File: config.mk
export PLATFORM = sky130hd
export DESIGN_NAME = rom_loader
export DESIGN_NICKNAME = d
export VERILOG_FILES = /design/src/rtl/rom_loader.sv
export SDC_FILE = /design/constraint.sdc
export NUM_CORES = 1
export LEC_CHECK = 0
export ABC_AREA = 0
export BUFFER_PORTS_ARGS = -buffer_cell sky130_fd_sc_hd__buf_2
export CAP_MARGIN = 20
export CORE_UTILIZATION = 54
export DETAILED_ROUTE_END_ITERATION = 8
export PLACE_DENSITY = 0.89
export SLEW_MARGIN = 20
export SYNTH_ARGS = -nofsm -noshare
export SYNTH_HDL_FRONTEND = slang
export SYNTH_SLANG_ARGS = --single-unit
File: constraint.sdc
create_clock -name clock -period 6 [get_ports clock]
set_clock_uncertainty 0.05 [all_clocks]
set_input_delay 1.2 -clock clock [delete_from_list [all_inputs] [get_ports clock]]
set_output_delay 1.2 -clock clock [all_outputs]
set_load 0.005 [all_outputs]
File: src/rtl/rom_loader.sv
// ROM backdoor loader: halts the system and streams bytes into ROM over single wishbone writes.
// Optional build macro ROM_LOADER_CHECKSUM_EN enables the running 8-bit checksum of acked bytes.
//
// state     | meaning
// ----------+-------------------------------------------------------------
// IDLE      | waiting for start; outputs quiet, checksum/error held
// HALT_WAIT | halt asserted, letting CPU/ROMs settle for HALT_DELAY cycles
// FETCH     | byte_ready high, waiting for a stream byte
// WRITE     | wishbone write in flight, waiting for ack or timeout
// DONE      | one-cycle done pulse, halt released
module rom_loader #(
  parameter int HALT_DELAY = 2,
  parameter int TIMEOUT    = 16
) (
  input  logic        clock,
  input  logic        reset_n,
  input  logic        start,
  input  logic        abort,
  input  logic [11:0] start_addr,
  input  logic [11:0] length,
  input  logic        byte_valid,
  input  logic [7:0]  byte_data,
  output logic        byte_ready,
  output logic        halt,
  output logic        busy,
  output logic        done,
  output logic        error,
  output logic [7:0]  checksum,
  output logic        wb_cyc_o,
  output logic        wb_strobe_o,
  output logic        wb_we_o,
  output logic [31:0] wb_addr_o,
  output logic [31:0] wb_data_o,
  input  logic        wb_ack_i
);

  typedef enum logic [2:0] {
    S_IDLE,
    S_HALT_WAIT,
    S_FETCH,
    S_WRITE,
    S_DONE
  } state_t;

  state_t      state_q, state_d;
  logic [11:0] addr_q, addr_d;
  logic [11:0] rem_q, rem_d;
  logic [7:0]  data_q, data_d;
  logic [7:0]  timer_q, timer_d;
  logic        err_q, err_d;
  logic        abort_pend_q, abort_pend_d;
  logic        start_acc;
  logic        commit;

  always_ff @(posedge clock or negedge reset_n) begin
    if (!reset_n) begin
      state_q      <= S_IDLE;
      addr_q       <= 12'h000;
      rem_q        <= 12'h000;
      data_q       <= 8'h00;
      timer_q      <= 8'h00;
      err_q        <= 1'b0;
      abort_pend_q <= 1'b0;
    end else begin
      state_q      <= state_d;
      addr_q       <= addr_d;
      rem_q        <= rem_d;
      data_q       <= data_d;
      timer_q      <= timer_d;
      err_q        <= err_d;
      abort_pend_q <= abort_pend_d;
    end
  end

  // One down-counter serves as the halt settle timer and the write ack timeout.
  always_comb begin
    state_d      = state_q;
    addr_d       = addr_q;
    rem_d        = rem_q;
    data_d       = data_q;
    timer_d      = timer_q;
    err_d        = err_q;
    abort_pend_d = abort_pend_q;
    start_acc    = 1'b0;
    commit       = 1'b0;

    case (state_q)
      S_IDLE: begin
        if (start && !abort) begin
          start_acc    = 1'b1;
          addr_d       = start_addr;
          rem_d        = length;
          err_d        = 1'b0;
          abort_pend_d = 1'b0;
          timer_d      = 8'(HALT_DELAY - 1);
          state_d      = (length == 12'h000) ? S_DONE : S_HALT_WAIT;
        end
      end

      S_HALT_WAIT: begin
        if (abort) begin
          err_d   = 1'b1;
          state_d = S_DONE;
        end else if (timer_q == 8'h00) begin
          state_d = S_FETCH;
        end else begin
          timer_d = timer_q - 8'h01;
        end
      end

      S_FETCH: begin
        if (abort) begin
          err_d   = 1'b1;
          state_d = S_DONE;
        end else if (byte_valid) begin
          data_d       = byte_data;
          timer_d      = 8'(TIMEOUT - 1);
          abort_pend_d = 1'b0;
          state_d      = S_WRITE;
        end
      end

      S_WRITE: begin
        if (wb_ack_i) begin
          commit = 1'b1;
          addr_d = addr_q + 12'h001;
          rem_d  = rem_q - 12'h001;
          if (abort || abort_pend_q) begin
            err_d   = 1'b1;
            state_d = S_DONE;
          end else if (rem_q == 12'h001) begin
            state_d = S_DONE;
          end else begin
            state_d = S_FETCH;
          end
        end else if (timer_q == 8'h00) begin
          err_d   = 1'b1;
          state_d = S_DONE;
        end else begin
          timer_d = timer_q - 8'h01;
          // An abort during a write is remembered and honoured once the write completes.
          if (abort) abort_pend_d = 1'b1;
        end
      end

      S_DONE: begin
        state_d = S_IDLE;
      end

      default: begin
        state_d = S_IDLE;
      end
    endcase
  end

`ifdef ROM_LOADER_CHECKSUM_EN
  logic [7:0] csum_q, csum_d;

  always_comb begin
    csum_d = csum_q;
    if (start_acc) csum_d = 8'h00;
    else if (commit) csum_d = csum_q + data_q;
  end

  always_ff @(posedge clock or negedge reset_n) begin
    if (!reset_n) csum_q <= 8'h00;
    else          csum_q <= csum_d;
  end

  assign checksum = csum_q;
`else
  assign checksum = 8'h00;
`endif

  assign busy        = (state_q == S_HALT_WAIT) || (state_q == S_FETCH) || (state_q == S_WRITE);
  assign halt        = busy;
  assign byte_ready  = (state_q == S_FETCH);
  assign done        = (state_q == S_DONE);
  assign error       = err_q;
  assign wb_cyc_o    = (state_q == S_WRITE);
  assign wb_strobe_o = wb_cyc_o;
  assign wb_we_o     = wb_cyc_o;
  assign wb_addr_o   = {18'b0, addr_q, 2'b00};
  assign wb_data_o   = {24'b0, data_q};

endmodule

==> metrics.cfg <==
[status]
status=finished clean

[synthesis]
synth.yosys.warnings=0
synth_edf_count=0
syn_inst=369
synth_cell_types=59
synth_area_um2=3160
synth-main-ff-cell=dfrtp_1
ys_seq_elements=45
ys_seq_area_frac=0.356
synth.area.top_cells=dfrtp_1 36%, buf_4 13%, a21oi_1 5.1%
synth_top_area_cell=dfrtp_1
syn_area_per_cell_um2=8.57
ys_async_sr_fraction=1.00
synth_top_cell_area_share=0.356

[placed_design]
dp_slack_ps=2760
dpl_cell_area_um2=3290
gp_congestion=0.950
io_buffers=65
dp_hpwl_um=5060

[clock_network]
hold_buffers=0
cts_resized=0
cts_max_level=2
cts_tree=yes
clockRootBuffer=clkbuf_8
cts_setup_buffers=0
clock_path_buffers=2
clkSlewWorstSetupHoldPaths_ps=90
worstSkewPairLatency_ps=290
cts.sink_count=45
cts_buffers=5

[route]
route.vias.total=2797
via_per_inst=5.65
wirelength_um=7040
firstDrtPassIters=5
drtAntennaViolNets=0
detail_route.wl_per_cell_um=14.2
drtIter0Drc=229
route.detailed.drc=0

[power_and_ir_drop]
p_per_area_nw_per_um2=434
p_seq_frac=0.409
power.internal_uw=859
pwr-share-comb=0.435
power_switching_share=0.420
p_switching_uw=621
ir_drop_uv=227
finalPower_uw=1480
p_leak_uw=0.00157
p_clk_frac=0.156

[floorplan]
row_count=27
pin_count=118
die_area_um2=6170
die_w_um=78.5
initial_core_util=0.567
core_um2=5570
die_y_um=78.5

[global_route]
grt_max_degree=46
gr-total-overflow=0
grt_util_all_layers=0.237
grt_pass1_wl_um=11700
antenna_found_initial=0
grt_pass1_vias=2568

[setup_path]
critPathCaptureType=output port
critPathMaxFanout=29
crit_type=reg -> out
rrSetupSlack_ps=3480
reg2reg_to=addr_q[8]
r2r_start=state_q[0]
critPathArrivalTime_ps=2350
startpoint_type=register
rr_worst_depth=8
crit_required_ps=4750

[timing]
slew_headroom=0.413
rsz0062_at_grt=false
setup_viol=0
timing.fmax_ghz=0.278
finalSetupTns_ps=0
maxSlewViolCount=0
hold_violations=0
post-route-min-period_ps=3600
worst_slew_pin_slew_ps=873
period_share=0.600
layout_setup_ws_ps=2400

[layout]
syn_to_final_growth_pct=7.76
fin_area_um2=3410
diodes=0
drive_gt1_frac=0.222
layout.nets=465

[worst_hold_path]
holdCritStartpoint=error
worst_hold_path_type=reg -> reg
whs_path_depth=1
whs_endpoint=error

[run]
max_cap_viol_count=0

-- cell usage after synthesis (all sizes together) (3+ instances only) --
cell type and instances:
nand2 19, a31oi 4, dfrtp 45, or4 3
nor2 35, nand3 14, a21oi 32, a22o 3
nor4b 3, mux2 8, clkbuf 13, nor4 4
nor3b 4, o2bb2ai 4, buf 61, o21ai 28
or3 3, nor3 13, mux2i 5, and3 4
ha 5, o41ai 3, o31ai 3, o22ai 4
inv 8, nand2b 5
-- critical path, cell delays in order (launching register included) --
cell,delay (ps)
dfrtp_1,670
nand3b_1,210
buf_4,310
clkinv_1,390
buf_4,330
buf_2,150
-- sequential cells by signal, indices dropped and copies added (netlist names) --
register	cells
timer_q	8
error	1
state_q	3
addr_q	12
data_q	8
rem_q	12
abort_pend_q	1
-- layout make-up --
type / count / area, um2
fill: 454 / 2170
multi-input combinational: 292 / 1690
sequential: 45 / 1130
timing repair buffer: 69 / 358
tap: 72 / 90.1
clock buffer: 6 / 72.6
clock inverter: 2 / 38.8
inverter: 9 / 33.8
-- power by group through the flow --
stage / clock network [uW] / registers, uW / logic, uW
floorplan: 0 / 557 / 509
detailed placement: 0 / 605 / 639
finish: 231 / 605 / 644
CTS: 235 / 601 / 644
global route: 247 / 625 / 723
global placement: 0 / 591 / 614
-- metrics by stage --
stage                     cells  hold slack, ps   util
after global routing        495             475  0.611
after CTS                   495             447  0.611
after detailed placement    487             426  0.591
after global placement      487             432  0.591
final                       495             443  0.611
after floorplan             420             410      -
-- kinds of logic after synthesis --
group / after synthesis / share of synthesized area
other cells: 1 / 0.00119
compound gates: 99 / 0.195
buf+inv: 83 / 0.171
fa+ha+maj: 5 / 0.0198
flops: 45 / 0.356
xor+xnor: 1 / 0.00277
simple gates: 122 / 0.210
mux: 13 / 0.0443
-- layout by cell type, fill, tap and decap left out, drive strengths merged, types with 13 or more instances in the layout --
cell type,synthesis,layout
buf,61,69
nand3,14,14
nor3,13,13
o21ai,28,28
dfrtp,45,45
nand2,19,19
conb,1,52
nor2,35,35
a21oi,32,32
-- layer usage --
metal	track usage	vias up	share of wire
met4	0.113	0	0.030
li1	-	1319	-
met1	0.299	1313	0.42
met5	0	-	0
met3	0.0395	19	0.059
met2	0.395	146	0.49
-- worst max path at each step --
stage,startpoint,to,cells past startpoint
floorplan,wb_ack_i,timer_q[4],5
global placement,state_q[0],wb_strobe_o,5
detailed placement,state_q[0],wb_strobe_o,5
CTS,state_q[0],wb_strobe_o,5
global route,state_q[0],wb_strobe_o,5
finish,state_q[0],wb_strobe_o,5
(Power assumes the default switching activity.)
